<file path="src/rtl/ambm_pkg.sv">
// rtl/ambm_pkg.sv - shared FSM state codes and radix-4 Booth digit encoding for ambm_seq
package ambm_pkg;

  typedef logic [1:0] state_t;

  localparam state_t ST_IDLE = 2'd0;
  localparam state_t ST_RUN  = 2'd1;
  localparam state_t ST_DONE = 2'd2;

  // Encoded as {neg, two, zero}
  localparam logic [2:0] ENC_POS1 = 3'b000;
  localparam logic [2:0] ENC_ZERO = 3'b001;
  localparam logic [2:0] ENC_POS2 = 3'b010;
  localparam logic [2:0] ENC_NEG1 = 3'b100;
  localparam logic [2:0] ENC_NEG2 = 3'b110;

  function automatic logic [2:0] booth_enc(input logic [2:0] digit);
    case (digit)
      3'b000, 3'b111: booth_enc = ENC_ZERO;
      3'b001, 3'b010: booth_enc = ENC_POS1;
      3'b011:         booth_enc = ENC_POS2;
      3'b100:         booth_enc = ENC_NEG2;
      default:        booth_enc = ENC_NEG1;
    endcase
  endfunction

endpackage

</file>
<file path="src/rtl/ambm_ppg.sv">
// rtl/ambm_ppg.sv - one radix-4 Booth row: approximate PPG-2S (two ignored) or exact Booth
module ambm_ppg
  import ambm_pkg::*;
#(
  parameter int WIDTH = 16,
  parameter int PW    = 4
) (
  input  logic [WIDTH-1:0]   a,
  input  logic [2:0]         digit,
  input  logic               b_hi,
  input  logic               exact,
  input  logic [PW-1:0]      pos,
  output logic [2*WIDTH-1:0] row
);

  logic                 neg;
  logic                 two;
  logic                 zero;
  logic [WIDTH-1:0]     or_v;
  logic [WIDTH-1:0]     apx;
  logic [2*WIDTH-1:0]   a_ext;
  logic [2*WIDTH-1:0]   mag;
  logic [2*WIDTH-1:0]   exr;
  logic [2*WIDTH-1:0]   base;

  always_comb begin
    {neg, two, zero} = booth_enc(digit);

    // Approximate row: the missing +1 of the negation is replaced by OR-ing b[2i+1] into bit 0
    or_v = neg ? ~a : (zero ? '0 : a);
    apx  = {or_v[WIDTH-1:1], or_v[0] | b_hi};

    a_ext = {{WIDTH{a[WIDTH-1]}}, a};
    mag   = zero ? '0 : (two ? (a_ext << 1) : a_ext);
    exr   = (neg ? ~mag : mag) + {{(2*WIDTH-1){1'b0}}, neg};

    base = exact ? exr : {{WIDTH{apx[WIDTH-1]}}, apx};
    row  = base << {pos, 1'b0};
  end

endmodule

</file>
<file path="src/rtl/ambm_seq.sv">
// rtl/ambm_seq.sv - sequential approximate Booth multiplier, PP_PER_CYCLE rows per clock
// Optional AMBM_EXACT_EN: per-transaction exact radix-4 Booth rows selected by in_exact.
module ambm_seq
  import ambm_pkg::*;
#(
  parameter int WIDTH        = 16,
  parameter int PP_PER_CYCLE = 2
) (
  input  logic               clk,
  input  logic               rst_n,
  input  logic               in_valid,
  output logic               in_ready,
  input  logic [WIDTH-1:0]   in_a,
  input  logic [WIDTH-1:0]   in_b,
  input  logic               in_exact,
  output logic               out_valid,
  input  logic               out_ready,
  output logic [2*WIDTH-1:0] out_p
);

  localparam int NDIG = WIDTH / 2;
  localparam int CW   = $clog2(NDIG) + 1;
  localparam logic [CW-1:0] STEP     = CW'(PP_PER_CYCLE);
  localparam logic [CW-1:0] LAST_CNT = CW'(NDIG - PP_PER_CYCLE);

  state_t             state;
  logic [WIDTH-1:0]   a_q;
  logic [WIDTH-1:0]   b_q;
  logic               exact_q;
  logic               exact_in;
  logic [CW-1:0]      cnt;
  logic [2*WIDTH-1:0] acc;
  logic [2*WIDTH-1:0] acc_next;
  logic [2*WIDTH-1:0] rows [PP_PER_CYCLE];
  logic [WIDTH:0]     b_ext;

`ifdef AMBM_EXACT_EN
  assign exact_in = in_exact;
`else
  logic unused_exact;
  assign unused_exact = in_exact;
  assign exact_in     = 1'b0;
`endif

  // b[-1] = 0 sits at bit 0 so digit i starts at bit 2i
  assign b_ext = {b_q, 1'b0};

  for (genvar k = 0; k < PP_PER_CYCLE; k++) begin : g_row
    logic [CW-1:0] idx;
    logic [2:0]    dig;

    assign idx = cnt + CW'(k);
    assign dig = 3'(b_ext >> {idx, 1'b0});

    ambm_ppg #(
      .WIDTH (WIDTH),
      .PW    (CW)
    ) u_ppg (
      .a     (a_q),
      .digit (dig),
      .b_hi  (dig[2]),
      .exact (exact_q),
      .pos   (idx),
      .row   (rows[k])
    );
  end

  always_comb begin
    acc_next = acc;
    for (int k = 0; k < PP_PER_CYCLE; k++) begin
      acc_next = acc_next + rows[k];
    end
  end

  assign in_ready = (state == ST_IDLE);

  always_ff @(posedge clk or negedge rst_n) begin
    if (!rst_n) begin
      state     <= ST_IDLE;
      a_q       <= '0;
      b_q       <= '0;
      exact_q   <= 1'b0;
      cnt       <= '0;
      acc       <= '0;
      out_p     <= '0;
      out_valid <= 1'b0;
    end else begin
      case (state)
        ST_IDLE: begin
          if (in_valid) begin
            a_q     <= in_a;
            b_q     <= in_b;
            exact_q <= exact_in;
            acc     <= '0;
            cnt     <= '0;
            state   <= ST_RUN;
          end
        end
        ST_RUN: begin
          acc <= acc_next;
          cnt <= cnt + STEP;
          if (cnt == LAST_CNT) begin
            out_p     <= acc_next;
            out_valid <= 1'b1;
            state     <= ST_DONE;
          end
        end
        ST_DONE: begin
          if (out_ready) begin
            out_valid <= 1'b0;
            state     <= ST_IDLE;
          end
        end
        default: state <= ST_IDLE;
      endcase
    end
  end

endmodule

</file>
<file path="config.mk">
export PLATFORM = sky130hd
export DESIGN_NAME = ambm_seq
export DESIGN_NICKNAME = d
export VERILOG_FILES = /design/src/rtl/ambm_pkg.sv /design/src/rtl/ambm_ppg.sv /design/src/rtl/ambm_seq.sv
export SDC_FILE = /design/constraint.sdc
export NUM_CORES = 1
export LEC_CHECK = 0
export BUFFER_PORTS_ARGS = -buffer_cell sky130_fd_sc_hd__buf_2
export CAP_MARGIN = 20
export CORE_MARGIN = 5
export CORE_UTILIZATION = 55
export DETAILED_ROUTE_END_ITERATION = 7
export PLACE_DENSITY = 0.79
export SYNTH_ARGS = -nofsm -noshare
export SYNTH_HDL_FRONTEND = slang
export SYNTH_SLANG_ARGS = --single-unit
</file>
<file path="constraint.sdc">
create_clock -name clk -period 6.1 [get_ports clk]
set_input_delay 0 -clock clk [delete_from_list [all_inputs] [get_ports clk]]
set_output_delay 0 -clock clk [all_outputs]
set_load 0.005 [all_outputs]
</file>
==> results.tsv <==
stage	metric	value	unit
run_status	status	finished clean	
timing	tns	0	ps
final_layout	antenna_cells	0	
timing	fin_crit	5700	ps
timing	fin_ws	395	ps
drt	drtIter0Drc	519	
synth	synth-seq-area-share	33.7	%
drt	ant_nets	0	
final_layout	fin_cells	1187	
worst_hold_path	hold_class	in2reg	
worst_setup_path	setup.worst_path.start	cnt[1]	
synth	ys.warnings.count	0	
timing	skew	10.9	ps
placed_design	preCtsSetupSlack	402	ps
clock_tree	cts_sinks	102	
grt	antenna_found_initial	0	
placed_design	place.gp.congestion	1.00	
timing	hold_ws	123	ps
clock_tree	htreeDepth	3	
worst_setup_path	crit_end	acc[28]	
final_layout	fillers	1126	
placed_design	port_buffers	69	
worst_setup_path	rrSetupSlack	400	ps
grt	grt_max_degree	65	
floorplanning	initial_core_util	56.7	%
floorplanning	core_area	13300	um^2
synth	synthArstFlopShare	100	%
placed_design	hpwl	14700	um
grt	grt_overflow_total	0	
grt	grt_usage	26.9	%
worst_setup_path	path_buf_inv	0	
clock_tree	cts_inserted_buffers	9	
clock_tree	cts_max_path_buffers	2	
timing	fmax	0.175	GHz
clock_tree	clk_latency	370	ps
grt	grt_pass1_wl	34500	um
drt	vias	6848	
worst_setup_path	r2r_start	cnt[1]	
synth	synth_edf_count	0	
synth	syn_nets	1027	
final_layout	nets	1106	
worst_setup_path	cp.arrival	6000	ps
floorplanning	die_h	127	um
timing	drv_slew	0	
worst_setup_path	crit_top_cell	a21oi_1	
timing	rsz0062_at_grt	false	
worst_setup_path	cp.required	6390	ps
run	drv_cap	0	
synth	synth_cell_type_count	59	
clock_tree	cts_tree	yes	
clock_tree	cts-root-buf	clkbuf_16	
timing	period_share	93.5	%
drt	viasPerCell	5.77	
drt	finalWirelength	20800	um
final_layout	drive_above_1_share	12.6	%
grt	grt_pass1_vias	6795	
synth	netlist_area	7570	um^2
worst_setup_path	crit_cells	17	
timing	slew_headroom	31.1	%
placed_design	dp_cells	1135	
timing	max_slew.worst_pin.slew	1030	ps
worst_hold_path	worstHoldPathCells	3	
synth	synth_top_flop_cell	dfrtp_1	
worst_setup_path	critPathSlowestCell	mux4_2	
worst_setup_path	worstSetupPathType	reg2reg	
synth	syn_area_per_cell	8.17	um^2
floorplanning	die_area	16200	um^2
drt	wl_per_cell	17.5	um
final_layout	syn_to_final_growth	15.8	%
worst_hold_path	worstHoldStart	in_valid	
floorplanning	rows	42	
drt	post-route-drc-count	0	
worst_setup_path	path_cells	mux4_2, nand2b_1, and2_1, a211oi_1, a21oi_1, nor3b_1, fa_1, ha_1, a21oi_1, nor2_1, or4b_1, and4_1, a211oi_2, o31ai_2, and2_4, or4_1, nand3_1	
floorplanning	ios	71	
worst_setup_path	reg2reg_to	acc[28]	
worst_setup_path	crit_path_start_kind	flip-flop	
drt	dr.pass1.iters	6	
timing	setup_viol	0	
worst_setup_path	crit_fanout	7	
floorplanning	die_x	127	um
worst_setup_path	endpoint_kind	flip-flop	
worst_setup_path	critPathTopFamily	simple AND/OR/NAND/NOR gates	
synth	synth_seq_cells	102	
clock_tree	cts.clk_slew.worst_paths	70	ps
timing	hold_violations	0	
worst_setup_path	slowest_delay	590	ps
worst_setup_path	r2r_cells	17	
synth	synthCells	927	
==> worst min path at each step <==
stage	endpoint	slack, ps
floorplan	a_q[0]	-300
global placement	out_p[4]	30
detailed placement	out_p[4]	40
CTS	out_p[4]	190
global route	cnt[3]	150
finish	cnt[3]	120
==> area by class of cell <==
class	instances	area, um^2	area share, %
Multi-Input combinational cell	724	4650	53.0
Sequential cell	102	2550	29.1
Timing Repair Buffer	120	850	9.69
Clock buffer	9	225	2.57
Tap cell	176	220	2.51
Inverter	49	184	2.10
Clock inverter	7	85.1	0.971
==> cell usage after synthesis (3+ instances only) <==
cell,instances,area share [%]
a211oi_1,6,0.59
a21boi_0,3,0.30
a21o_1,15,1.5
a21oi_1,84,5.6
a31oi_1,6,0.50
and2_1,4,0.33
and3_1,3,0.25
clkbuf_1,48,2.4
dfrtp_1,102,34
fa_1,32,8.5
ha_1,31,5.1
inv_1,49,2.4
mux2_2,7,1.0
mux2i_1,20,2.6
mux4_2,5,1.5
nand2_1,182,9.0
nand2b_1,11,0.91
nand3_1,38,2.5
nor2_1,68,3.4
nor2b_1,14,1.2
nor3_1,11,0.73
o21a_1,3,0.30
o21ai_0,92,6.1
o21bai_1,3,0.30
o22ai_1,10,0.83
o31ai_1,7,0.69
or3_1,6,0.50
xnor2_1,18,2.1
xor2_1,12,1.4
==> what timing repair did <==
item	4_1_cts	5_1_grt
endpoints found under the setup margin	0	5
hold buffers	34	0
gates resized for setup	0	3
endpoints found under the hold margin	77	0
buffers inserted	0	0
==> cell families (layout without fill, tap and decap cells) <==
kind of cell | after synthesis | after routing | share of synthesized area [%]
fa+ha+maj | 63 | 63 | 13.6
other cells | 2 | 2 | 0.0992
simple gates | 351 | 351 | 20.2
xor+xnor | 30 | 30 | 3.47
compound gates | 246 | 246 | 18.7
flops | 102 | 102 | 33.7
mux | 32 | 32 | 5.17
buf+inv | 101 | 185 | 5.04
==> layout by cell type (no fill, tap or decap), types with 10 or more instances in the layout <==
cell	n
a21o_1	15
a21oi_1	83
buf_2	68
buf_4	15
clkbuf_16	10
dfrtp_1	101
dlygate4sd3_1	34
fa_1	32
ha_1	31
inv_1	49
mux2i_1	20
nand2_1	180
nand2b_1	10
nand3_1	38
nor2_1	68
nor2b_1	14
nor3_1	11
o21ai_0	92
o22ai_1	10
xnor2_1	18
xor2_1	12
==> worst min-delay path: cells and delay by family <==
family / cells / cell delay [ps]
buffers and inverters: 1 / 110
AND/OR/NAND/NOR: 2 / 330
==> sequential cells by signal, indices dropped and copies added (netlist names) <==
register   cells
cnt            3
state          2
acc           32
out_p         32
b_q           16
out_valid      1
a_q           16
==> stage by stage <==
| step | util (%) | instance area, um^2 |
|---|---|---|
| 2_1_floorplan | - | 7570 |
| 3_3_place_gp | 60.4 | 8060 |
| 3_5_place_dp | 60.4 | 8060 |
| 4_1_cts | 65.3 | 8710 |
| 5_1_grt | 65.7 | 8760 |
| 6_report | 65.7 | 8760 |
==> layer usage <==
| metal | routed length, um | global-route usage, % | share of wire, % | vias to the layer above |
|---|---|---|---|---|
| li1 | - | - | - | 3314 |
| met1 | 8690 | 35.9 | 42 | 3239 |
| met2 | 10200 | 44.3 | 49 | 262 |
| met3 | 1450 | 5.63 | 7.0 | 33 |
| met4 | 415 | 8.08 | 2.0 | 0 |
| met5 | 0 | 0 | 0 | - |
Power is not shown: default switching activity piles up to over one toggle a cycle in this logic, so the estimate is an artifact.
